**config.mk**
```make
export PLATFORM = sky130hd
export DESIGN_NAME = minmax_tracker
export DESIGN_NICKNAME = d
export VERILOG_FILES = /design/src/rtl/minmax_tracker.sv
export SDC_FILE = /design/constraint.sdc
export NUM_CORES = 1
export LEC_CHECK = 0
export CAP_MARGIN = 15
export CORE_ASPECT_RATIO = 1.75
export CORE_MARGIN = 4
export CORE_UTILIZATION = 44
export CTS_CLUSTER_SIZE = 20
export DETAILED_ROUTE_END_ITERATION = 10
export GPL_ROUTABILITY_DRIVEN = 0
export GPL_TIMING_DRIVEN = 0
export PLACE_DENSITY = 0.79
export SLEW_MARGIN = 20
export SYNTH_ARGS = -nofsm -noshare
export SYNTH_HDL_FRONTEND = slang
export SYNTH_SLANG_ARGS = --single-unit
```
**constraint.sdc**
```tcl
create_clock -name clk -period 1.9 [get_ports clk]
set_input_delay 0.285 -clock clk [delete_from_list [all_inputs] [get_ports clk]]
set_output_delay 0.285 -clock clk [all_outputs]
set_load 0.05 [all_outputs]
```
**src/rtl/minmax_tracker.sv**
```systemverilog
// Windowed running min/max tracker with valid/ready in and out.
// Each window of WINDOW samples yields min, max and their first-occurrence indices.
module minmax_tracker #(
    parameter int N_WIDTH = 4,
    parameter bit SIGNED  = 1'b1,
    parameter int WINDOW  = 8,
    localparam int CNT_W  = (WINDOW > 1) ? $clog2(WINDOW) : 1
) (
    input  logic               clk,
    input  logic               rst,
    input  logic               clear,
    input  logic               in_valid,
    input  logic [N_WIDTH-1:0] in_data,
    output logic               in_ready,
    output logic               out_valid,
    input  logic               out_ready,
    output logic [N_WIDTH-1:0] out_min,
    output logic [N_WIDTH-1:0] out_max,
    output logic [CNT_W-1:0]   out_min_idx,
    output logic [CNT_W-1:0]   out_max_idx
);

    typedef enum logic [1:0] {IDLE, ACCUM, DONE} state_t;

    state_t             state_q;
    logic [CNT_W-1:0]   cnt_q;
    logic [N_WIDTH-1:0] min_q, max_q;
    logic [CNT_W-1:0]   min_idx_q, max_idx_q;
    logic               out_valid_q;

    logic accept, lt_min, gt_max, last;

    assign in_ready = (state_q != DONE) && !clear;
    assign accept   = in_valid && in_ready;
    assign last     = (cnt_q == CNT_W'(WINDOW - 1));

    generate
        if (SIGNED) begin : g_signed
            assign lt_min = $signed(in_data) < $signed(min_q);
            assign gt_max = $signed(in_data) > $signed(max_q);
        end else begin : g_unsigned
            assign lt_min = in_data < min_q;
            assign gt_max = in_data > max_q;
        end
    endgenerate

    // Count saturates at WINDOW-1 on the final sample instead of wrapping.
    always_ff @(posedge clk or posedge rst) begin
        if (rst) begin
            state_q     <= IDLE;
            cnt_q       <= '0;
            min_q       <= '0;
            max_q       <= '0;
            min_idx_q   <= '0;
            max_idx_q   <= '0;
            out_valid_q <= 1'b0;
        end else if (clear) begin
            state_q     <= IDLE;
            cnt_q       <= '0;
            out_valid_q <= 1'b0;
        end else begin
            case (state_q)
                IDLE: begin
                    if (accept) begin
                        min_q     <= in_data;
                        max_q     <= in_data;
                        min_idx_q <= '0;
                        max_idx_q <= '0;
                        if (WINDOW == 1) begin
                            state_q     <= DONE;
                            cnt_q       <= '0;
                            out_valid_q <= 1'b1;
                        end else begin
                            state_q <= ACCUM;
                            cnt_q   <= CNT_W'(1);
                        end
                    end
                end
                ACCUM: begin
                    if (accept) begin
                        if (lt_min) begin
                            min_q     <= in_data;
                            min_idx_q <= cnt_q;
                        end
                        if (gt_max) begin
                            max_q     <= in_data;
                            max_idx_q <= cnt_q;
                        end
                        if (last) begin
                            state_q     <= DONE;
                            out_valid_q <= 1'b1;
                        end else begin
                            cnt_q <= cnt_q + CNT_W'(1);
                        end
                    end
                end
                DONE: begin
                    if (out_ready) begin
                        state_q     <= IDLE;
                        cnt_q       <= '0;
                        out_valid_q <= 1'b0;
                    end
                end
                default: begin
                    state_q     <= IDLE;
                    cnt_q       <= '0;
                    out_valid_q <= 1'b0;
                end
            endcase
        end
    end

    assign out_valid   = out_valid_q;
    assign out_min     = min_q;
    assign out_max     = max_q;
    assign out_min_idx = min_idx_q;
    assign out_max_idx = max_idx_q;

endmodule

```
# Yosys cells after proc, flatten, opt, wreduce, memory -nomap -nowiden
# Cells that the tools add are included.
# classes
add_sub_neg	1
magnitude_cmp	2
eq_ne	14
muxes	31
bitwise_logic	1
reduce_logical	10
# op_table
op	count
3-bit two-way mux	10
4-bit two-way mux	5
4-bit one-hot mux with 2 select lines	2
3-bit != test, second input constant	5
2-bit != test, second input constant	6
3-bit one-hot mux with 2 select lines	2
4-bit AND reduction	3
2-bit two-way mux	5
5-bit AND reduction	2
3-bit one-hot mux with 3 select lines	1
2-bit one-hot mux with 3 select lines	1
4-bit > comparator	1
4-bit less-than comparator	1
1-bit two-way mux	4
3-bit by 1-bit adder with 3-bit output, second input constant	1
3-bit == test, second input constant	1
1-bit one-hot mux with 3 select lines	1
2-bit by 1-bit == test with 1-bit output, second input constant	1
2-bit == test, second input constant	1
1-bit logical AND	2
2-bit logical NOT	1
2-bit nonzero test	1
1-bit logical NOT	1
1-bit inverter	1
# word_totals
register_bits	20
in_bits	9
out_inout_bits	16
elab_cells	66

# Logic depth before layout (Yosys ltp)
# Gate-level depths: netlist of run 1.
# depth
ltp_word	6
depth_mapped	6
mapped_depth_nobuf	6

# Worst setup path after synthesis of run 1
# Ideal clock, no wire load.
# synth_timing
path_kind	register to register
start	register min_q[3] (netlist: out_min[3])
end	register min_q[0] (netlist: out_min[0])
setup_ns	0.125
t_arrival_ns	2.006
required_time_ns	1.775
slack_ns	-0.230
path_stages_with_launch	7
n_path_buf	0
period_less_slack_ns	2.130
path_cell_list	dfrtp_1 inv_1 ha_1 or3b_1 a211oi_2 o21bai_2 mux2_2
# synth_between
elab_chain_len	3
# synth_rtl
item	line	source
from (decl)	27	logic [N_WIDTH-1:0] min_q, max_q;
from (signal assigned)	65	min_q <= in_data;
from (signal assigned)	82	min_q <= in_data;
4-bit less-than comparator	39	assign lt_min = $signed(in_data) < $signed(min_q);
2-bit != test (no line)	--	
5-bit AND reduction (no line)	--	
# Every way passes these cells.
# A chain may end at the register's enable or synchronous reset.

# Final worst setup path of run 1
# layout_timing
start	register max_q[2] (netlist: out_max[2])
end	register max_q[0] (netlist: out_max[0])
# layout_between
elab_chain_len	3
# layout_rtl
item	line	source
from (decl)	27	
from (signal assigned)	66	max_q <= in_data;
from (signal assigned)	86	max_q <= in_data;
4-bit > comparator	40	assign gt_max = $signed(in_data) > $signed(max_q);
2-bit != test (no line)	--	
5-bit AND reduction (no line)	--	
# Every way passes these cells.

==> results.yml, run 1 <==
outcome:
  status: "finished, final reports clean"
global_routing:
  grt_pass1_vias: 948
  grt_max_degree: 21
  overflow: 0
  grt_pass1_wl_um: 4200
  track_usage_pct: 17.2
  antenna_found_initial: 0
setup_path:
  cp.required_ns: 2.04
  slowest_delay_ns: 0.42
  path_cells: "inv_2, ha_4, a211o_1, o211ai_1, a21oi_4, buf_6, mux2_4"
  path_buf_inv: 2
  critPathLaunchType: "register"
  crit_slowest_cell: "dfrtp_2"
  critPathKind: "reg2reg"
  cp_max_fo: 3
  arrival_ns: 2.02
  crit_family: "compound AO/OA/AOI/OAI gates"
  endpoint_kind: "register"
floorplan:
  num_io_pins: 25
  dieArea_mm2: 0.00333
  coreArea_mm2: 0.00230
  die_w_um: 45.4
  die_h_um: 73.4
  initial_core_util_pct: 46.7
  fp-row-count: 23
detailed_routing:
  via_count: 822
  ant_nets: 0
  viasPerCell: 5.52
  dr_wl_met3_um: 78
  drcViolationCount: 0
  wl_um: 2300
  dr.first_iter.drc_count: 6
  firstDrtPassIters: 2
  wl_met1_um: 827
  routedWlPerCell_um: 15.4
  routed-wl-met2_um: 1360
  top_layer: "met4"
yosys:
  yosys_warnings: 0
  yosysTopAreaCellShare_pct: 46.6
  syn_avg_cell_area_um2: 11.4
  syn_area_mm2: 0.00107
  yosysSeqAreaShare_pct: 46.6
  synth_cell_types: 31
  synthTopCellsByArea: "dfrtp_1, mux2_2, ha_1"
  syn_nets: 112
  yosys.area.top_type: "dfrtp_1"
  syn_inst: 94
  ys_seq_elements: 20
placed_design:
  dp_hpwl_um: 1830
  io_buffers: 24
  place_ws_ns: -0.411
finish:
  multiInputGateArea_um2: 607
  drive_gt1_share_pct: 32.3
  area_growth_pct: 41.1
  antennaDiodeCount: 0
  regArea_um2: 508
  layout.nets: 143
  fillers: 201
sta:
  relSlewSlack_pct: 49.8
  max_freq_ghz: 0.532
  fin_skew_ns: 0.00324
  hold_ws_ns: 0.368
  hold_viol: 0
  fin_ws_ns: 0.0204
  fin_crit_sh_pct: 98.9
  finalSetupViolations: 0
  tns_ns: 0
  grt_setup_unrepaired: "yes"
  fin_crit_ns: 1.88
  slew_viol_final: 0
  tightest_slew_ns: 0.752
power:
  power.density_mw_per_mm2: 959
  ir_worst_vdd_v: 0.000468
  p_total_uw: 1450
  clock_power_share_pct: 21.8
  sw_frac_of_total_pct: 36.3
  p_switching_uw: 528
  internal_power_uw: 925
  p_leak_uw: 0.000702
  p_seq_share_pct: 36.2
  p_comb_share_pct: 42.0
clock_network:
  cts.sinks: 20
  clk_pin_slew_worst_paths_ns: 0.07
  cts_made_buffers: 3
  clkLatencyLatePin_ns: 0.25
  cts_tree: "built"
  htree_levels: 1
  ctsHoldBuffers: 0
  cts_root_buf: "clkbuf_8"
  cts_buffer_depth: 2
worst_hold_path:
  hold_class: "in2reg"
job:
  maxCapViolations: 0
==> worst paths after layout <==
| path | slack [ns] | endpoint | start | cells after the start |
|---|---|---|---|---|
| hold / removal | 0.37 | out_min[0]$_DFFE_PP0P_ | in_data[0] | 2 |
| min in group asynchronous | 0.46 | out_min[1]$_DFFE_PP0P_ | rst | 2 |
| max in group asynchronous | 0.92 | out_max[3]$_DFFE_PP0P_ | rst | 2 |
| hold reg to reg | 0.51 | out_max_idx[1]$_DFFE_PP0P_ | out_max_idx[1]$_DFFE_PP0P_ | 1 |
| setup / recovery | 0.02 | out_max[0]$_DFFE_PP0P_ | out_max[2]$_DFFE_PP0P_ | 7 |
| setup reg to reg | 0.02 | out_max[0]$_DFFE_PP0P_ | out_max[2]$_DFFE_PP0P_ | 7 |
==> final cells by class <==
class	instances	share of cell area, %
Tap cell	25	2.06
Clock buffer	4	3.63
Timing Repair Buffer	26	17.5
Sequential cell	20	33.5
Inverter	11	2.72
Multi-Input combinational cell	61	40.0
Buffer	2	0.578
==> state kept, by name, indices dropped and copies added, names as in the netlist <==
name,cells
out_valid,1
state_q,2
out_max,4
out_max_idx,3
out_min,4
out_min_idx,3
cnt_q,3
==> power groups by stage <==
| stage | sequential, uW | clock (uW) | combinational (uW) |
|---|---|---|---|
| after global routing | 535 | 342 | 657 |
| final | 526 | 317 | 611 |
| after CTS | 527 | 323 | 616 |
| after detailed placement | 536 | 0 | 606 |
| after global placement | 530 | 0 | 592 |
| after floorplan | 705 | 0 | 259 |
==> placed cells by master, fill, tap and decap left out, types with 4 or more instances in the layout <==
master and n:
ha_1 7, clkdlybuf4s50_1 19, mux2_2 10, nor2_1 4
dfrtp_1 14, mux2_4 4, a21oi_1 4, clkbuf_8 4
inv_1 9, dfrtp_2 6
==> per-layer routing <==
metal  GRT usage, %  vias up
met3           3.43        4
met1           17.3      408
met4           7.49        0
met2           32.0       16
li1               -      394
met5              0        -
==> cell families (layout without fill, tap and decap cells) <==
kind of cell | Yosys count | in the layout | synth area share [%]
multiplexers | 14 | 14 | 14.7
AND/OR/NAND/NOR | 18 | 18 | 9.55
AO/OA/AOI/OAI | 20 | 20 | 14.1
buffers and inverters | 13 | 43 | 4.66
adder cells (fa/ha/maj) | 9 | 9 | 10.5
flip-flops | 20 | 20 | 46.6
==> what timing repair did <==
item / in CTS / in global routing
endpoints found under the setup margin: 15 / 15
buffers inserted: 2 / 0
resized for setup: 4 / 4
pin swaps: 1 / 2
==> cells in the mapped netlist, drive strengths merged <==
library cell,number
nand4b,1
or3b,1
a31o,1
a21o,1
nor2,4
and2,3
nor2b,1
a21oi,5
o211ai,1
dfrtp,20
a211oi,1
buf,1
o21bai,1
nand3,1
nand2,3
o221ai,1
o21a,1
o21ai,1
mux2,14
nor3,1
clkbuf,1
inv,11
and3b,1
a311oi,1
a31oi,3
a22o,2
nand2b,1
a211o,1
or2,1
ha,9
==> stage by stage <==
stage | util [%] | area, um^2 | cells
3_3_place_gp | 62.4 | 1440 | 143
5_1_grt | 65.9 | 1520 | 149
2_1_floorplan | - | 1160 | 94
4_1_cts | 65.8 | 1510 | 149
6_report | 65.9 | 1520 | 149
3_5_place_dp | 62.4 | 1440 | 143
(Power assumes the default switching activity.)
==> run 2, diff against run 1 <==
--- a/config.mk
+++ b/config.mk
@@ -7,13 +7,12 @@
 export LEC_CHECK = 0
 export CAP_MARGIN = 15
 export CORE_ASPECT_RATIO = 1.75
-export CORE_MARGIN = 4
 export CORE_UTILIZATION = 44
 export CTS_CLUSTER_SIZE = 20
 export DETAILED_ROUTE_END_ITERATION = 10
 export GPL_ROUTABILITY_DRIVEN = 0
 export GPL_TIMING_DRIVEN = 0
-export PLACE_DENSITY = 0.79
+export PLACE_DENSITY = 0.74
 export SLEW_MARGIN = 20
 export SYNTH_ARGS = -nofsm -noshare
 export SYNTH_HDL_FRONTEND = slang
==> run 2 against run 1 <==
  * Utilization up 1.5 points
  * Power increased by 9.4%
  * First-iteration DRC count grew to 3.0 times the previous value
  * Global-route usage is 3.7 points higher
  * Via count increased by 3.6%
  * Fmax decreased by 0.51%
  * Routed wire length rose by 2.6%
  * Non-clock buffer count up 2
  * Sequential power is essentially flat
  * Final cell count increased by 1.3%
==> results.yml, run 2 (synthesized netlist as in run 1, its figures left out) <==
sta:
  slew_viol_final: 0
  hold_ws_ns: 0.360
  fin_skew_ns: 0.00550
  grt_setup_unrepaired: "yes"
  hold_viol: 0
  tightest_slew_ns: 0.745
  fin_crit_ns: 1.89
  fin_ws_ns: 0.0107
  relSlewSlack_pct: 50.3
  finalSetupViolations: 0
  max_freq_ghz: 0.529
  fin_crit_sh_pct: 99.4
power:
  internal_power_uw: 1040
  sw_frac_of_total_pct: 34.7
  clock_power_share_pct: 26.9
  p_comb_share_pct: 40.2
  p_seq_share_pct: 32.9
  power.density_mw_per_mm2: 1030
  p_total_uw: 1590
  ir_worst_vdd_v: 0.000782
  p_switching_uw: 551
  p_leak_uw: 0.000725
finish:
  layoutNonFillerInstCount: 151
  final_common_cell: "clkdlybuf4s50_1"
  final_cell_mix: "clkdlybuf4s50_1, dfrtp_1, inv_1, mux2_2, ha_1"
  antennaDiodeCount: 0
  area_growth_pct: 44.4
  layout.nets: 145
  fin_area_mm2: 0.00155
  drive_gt1_share_pct: 32.5
clock_network:
  ctsHoldBuffers: 0
  clk_pin_slew_worst_paths_ns: 0.07
  cts_buffer_depth: 2
  clkLatencyLatePin_ns: 0.26
  cts_made_buffers: 3
  htree_levels: 1
  cts_root_buf: "clkbuf_8"
  cts_tree: "built"
  cts.sinks: 20
placed_design:
  io_buffers: 24
  dp_hpwl_um: 1700
  place_area_mm2: 0.00144
  placed_cells: 143
  place_ws_ns: -0.413
detailed_routing:
  viasPerCell: 5.64
  dr.first_iter.drc_count: 18
  routedWlPerCell_um: 15.6
  via_count: 852
  drcViolationCount: 0
  wl_um: 2360
  ant_nets: 0
  firstDrtPassIters: 4
setup_path:
  arrival_ns: 2.03
  critPathKind: "reg2reg"
  cp_max_fo: 3
  critPathLaunch: "out_max[2]$_DFFE_PP0P_"
  r2r_slack_ns: 0.01
  cp.required_ns: 2.04
  reg2reg_to: "out_max[2]$_DFFE_PP0P_"
  r2r-start: "out_max[2]$_DFFE_PP0P_"
  critPathLaunchType: "register"
  reg2reg_depth: 7
  crit_path_end: "out_max[2]$_DFFE_PP0P_"
  endpoint_kind: "register"
global_routing:
  track_usage_pct: 20.9
  grt_max_degree: 21
  overflow: 0
  grt_pass1_vias: 812
  antenna_found_initial: 0
  grt_pass1_wl_um: 3750
floorplan:
  num_io_pins: 25
  die_w_um: 39.4
  initial_core_util_pct: 46.7
  fp-row-count: 23
  die_h_um: 67.4
  dieArea_mm2: 0.00265
  coreArea_mm2: 0.00230
job:
  maxCapViolations: 0
outcome:
  status: "finished, final reports clean"
worst_hold_path:
  hold_class: "in2reg"
-- run 2: cell type report --
| type | instances | area [um^2] |
|---|---|---|
| fillers | 186 | 751 |
| clock buffers | 3 | 41.3 |
| well taps | 25 | 31.3 |
| inverters | 11 | 41.3 |
| flip-flops and latches | 20 | 508 |
| plain buffers | 2 | 8.76 |
| repair buffers | 28 | 275 |
| clock inverters | 1 | 30.0 |
| multi-input cells | 61 | 616 |
-- run 2: layer usage --
layer	vias up	GRT usage (%)	wire length (um)
li1	401	-	-
met1	420	23.0	896
met2	27	37.7	1340
met3	4	1.97	83
met4	0	10.3	40
met5	-	0	0
-- run 2: critical path: stages (launching register included) --
cell      delay, ns
dfrtp_2        0.41
inv_2          0.06
ha_4           0.20
a211o_1        0.27
o211ai_1       0.29
a21oi_4        0.11
buf_6          0.15
mux2_4         0.29
-- run 2: per-stage QoR --
step	setup TNS, ns	utilization, %
2_1_floorplan	-0.462	-
3_3_place_gp	-5.27	62.4
3_5_place_dp	-5.47	62.4
4_1_cts	0	66.3
5_1_grt	-0.393	67.4
6_report	0	67.4
-- run 2: power groups by stage --
stage | clock [uW] | combinational [uW] | sequential (uW)
floorplan | 0 | 259 | 705
global placement | 0 | 591 | 532
detailed placement | 0 | 607 | 533
CTS | 430 | 628 | 524
global route | 451 | 684 | 530
finish | 428 | 640 | 523
-- run 2: worst min-delay path by stage --
stage,startpoint,endpoint,slack [ns],cells past startpoint
3_5_place_dp,out_max_idx[0]$_DFFE_PP0P_,out_max_idx[0]$_DFFE_PP0P_,0.50,1
4_1_cts,rst,out_min[3]$_DFFE_PP0P_,0.49,2
3_3_place_gp,out_min_idx[2]$_DFFE_PP0P_,out_min_idx[2]$_DFFE_PP0P_,0.49,1
5_1_grt,in_data[0],out_min[0]$_DFFE_PP0P_,0.37,2
6_report,in_data[0],out_max[0]$_DFFE_PP0P_,0.36,2
2_1_floorplan,rst,cnt_q[0]$_DFFE_PP0P_,0.25,1
-- run 2: timing repair --
action | CTS | global route
setup endpoints to repair | 15 | 14
gates resized for setup | 4 | 5
pin swaps | 2 | 2
buffers inserted | 3 | 1
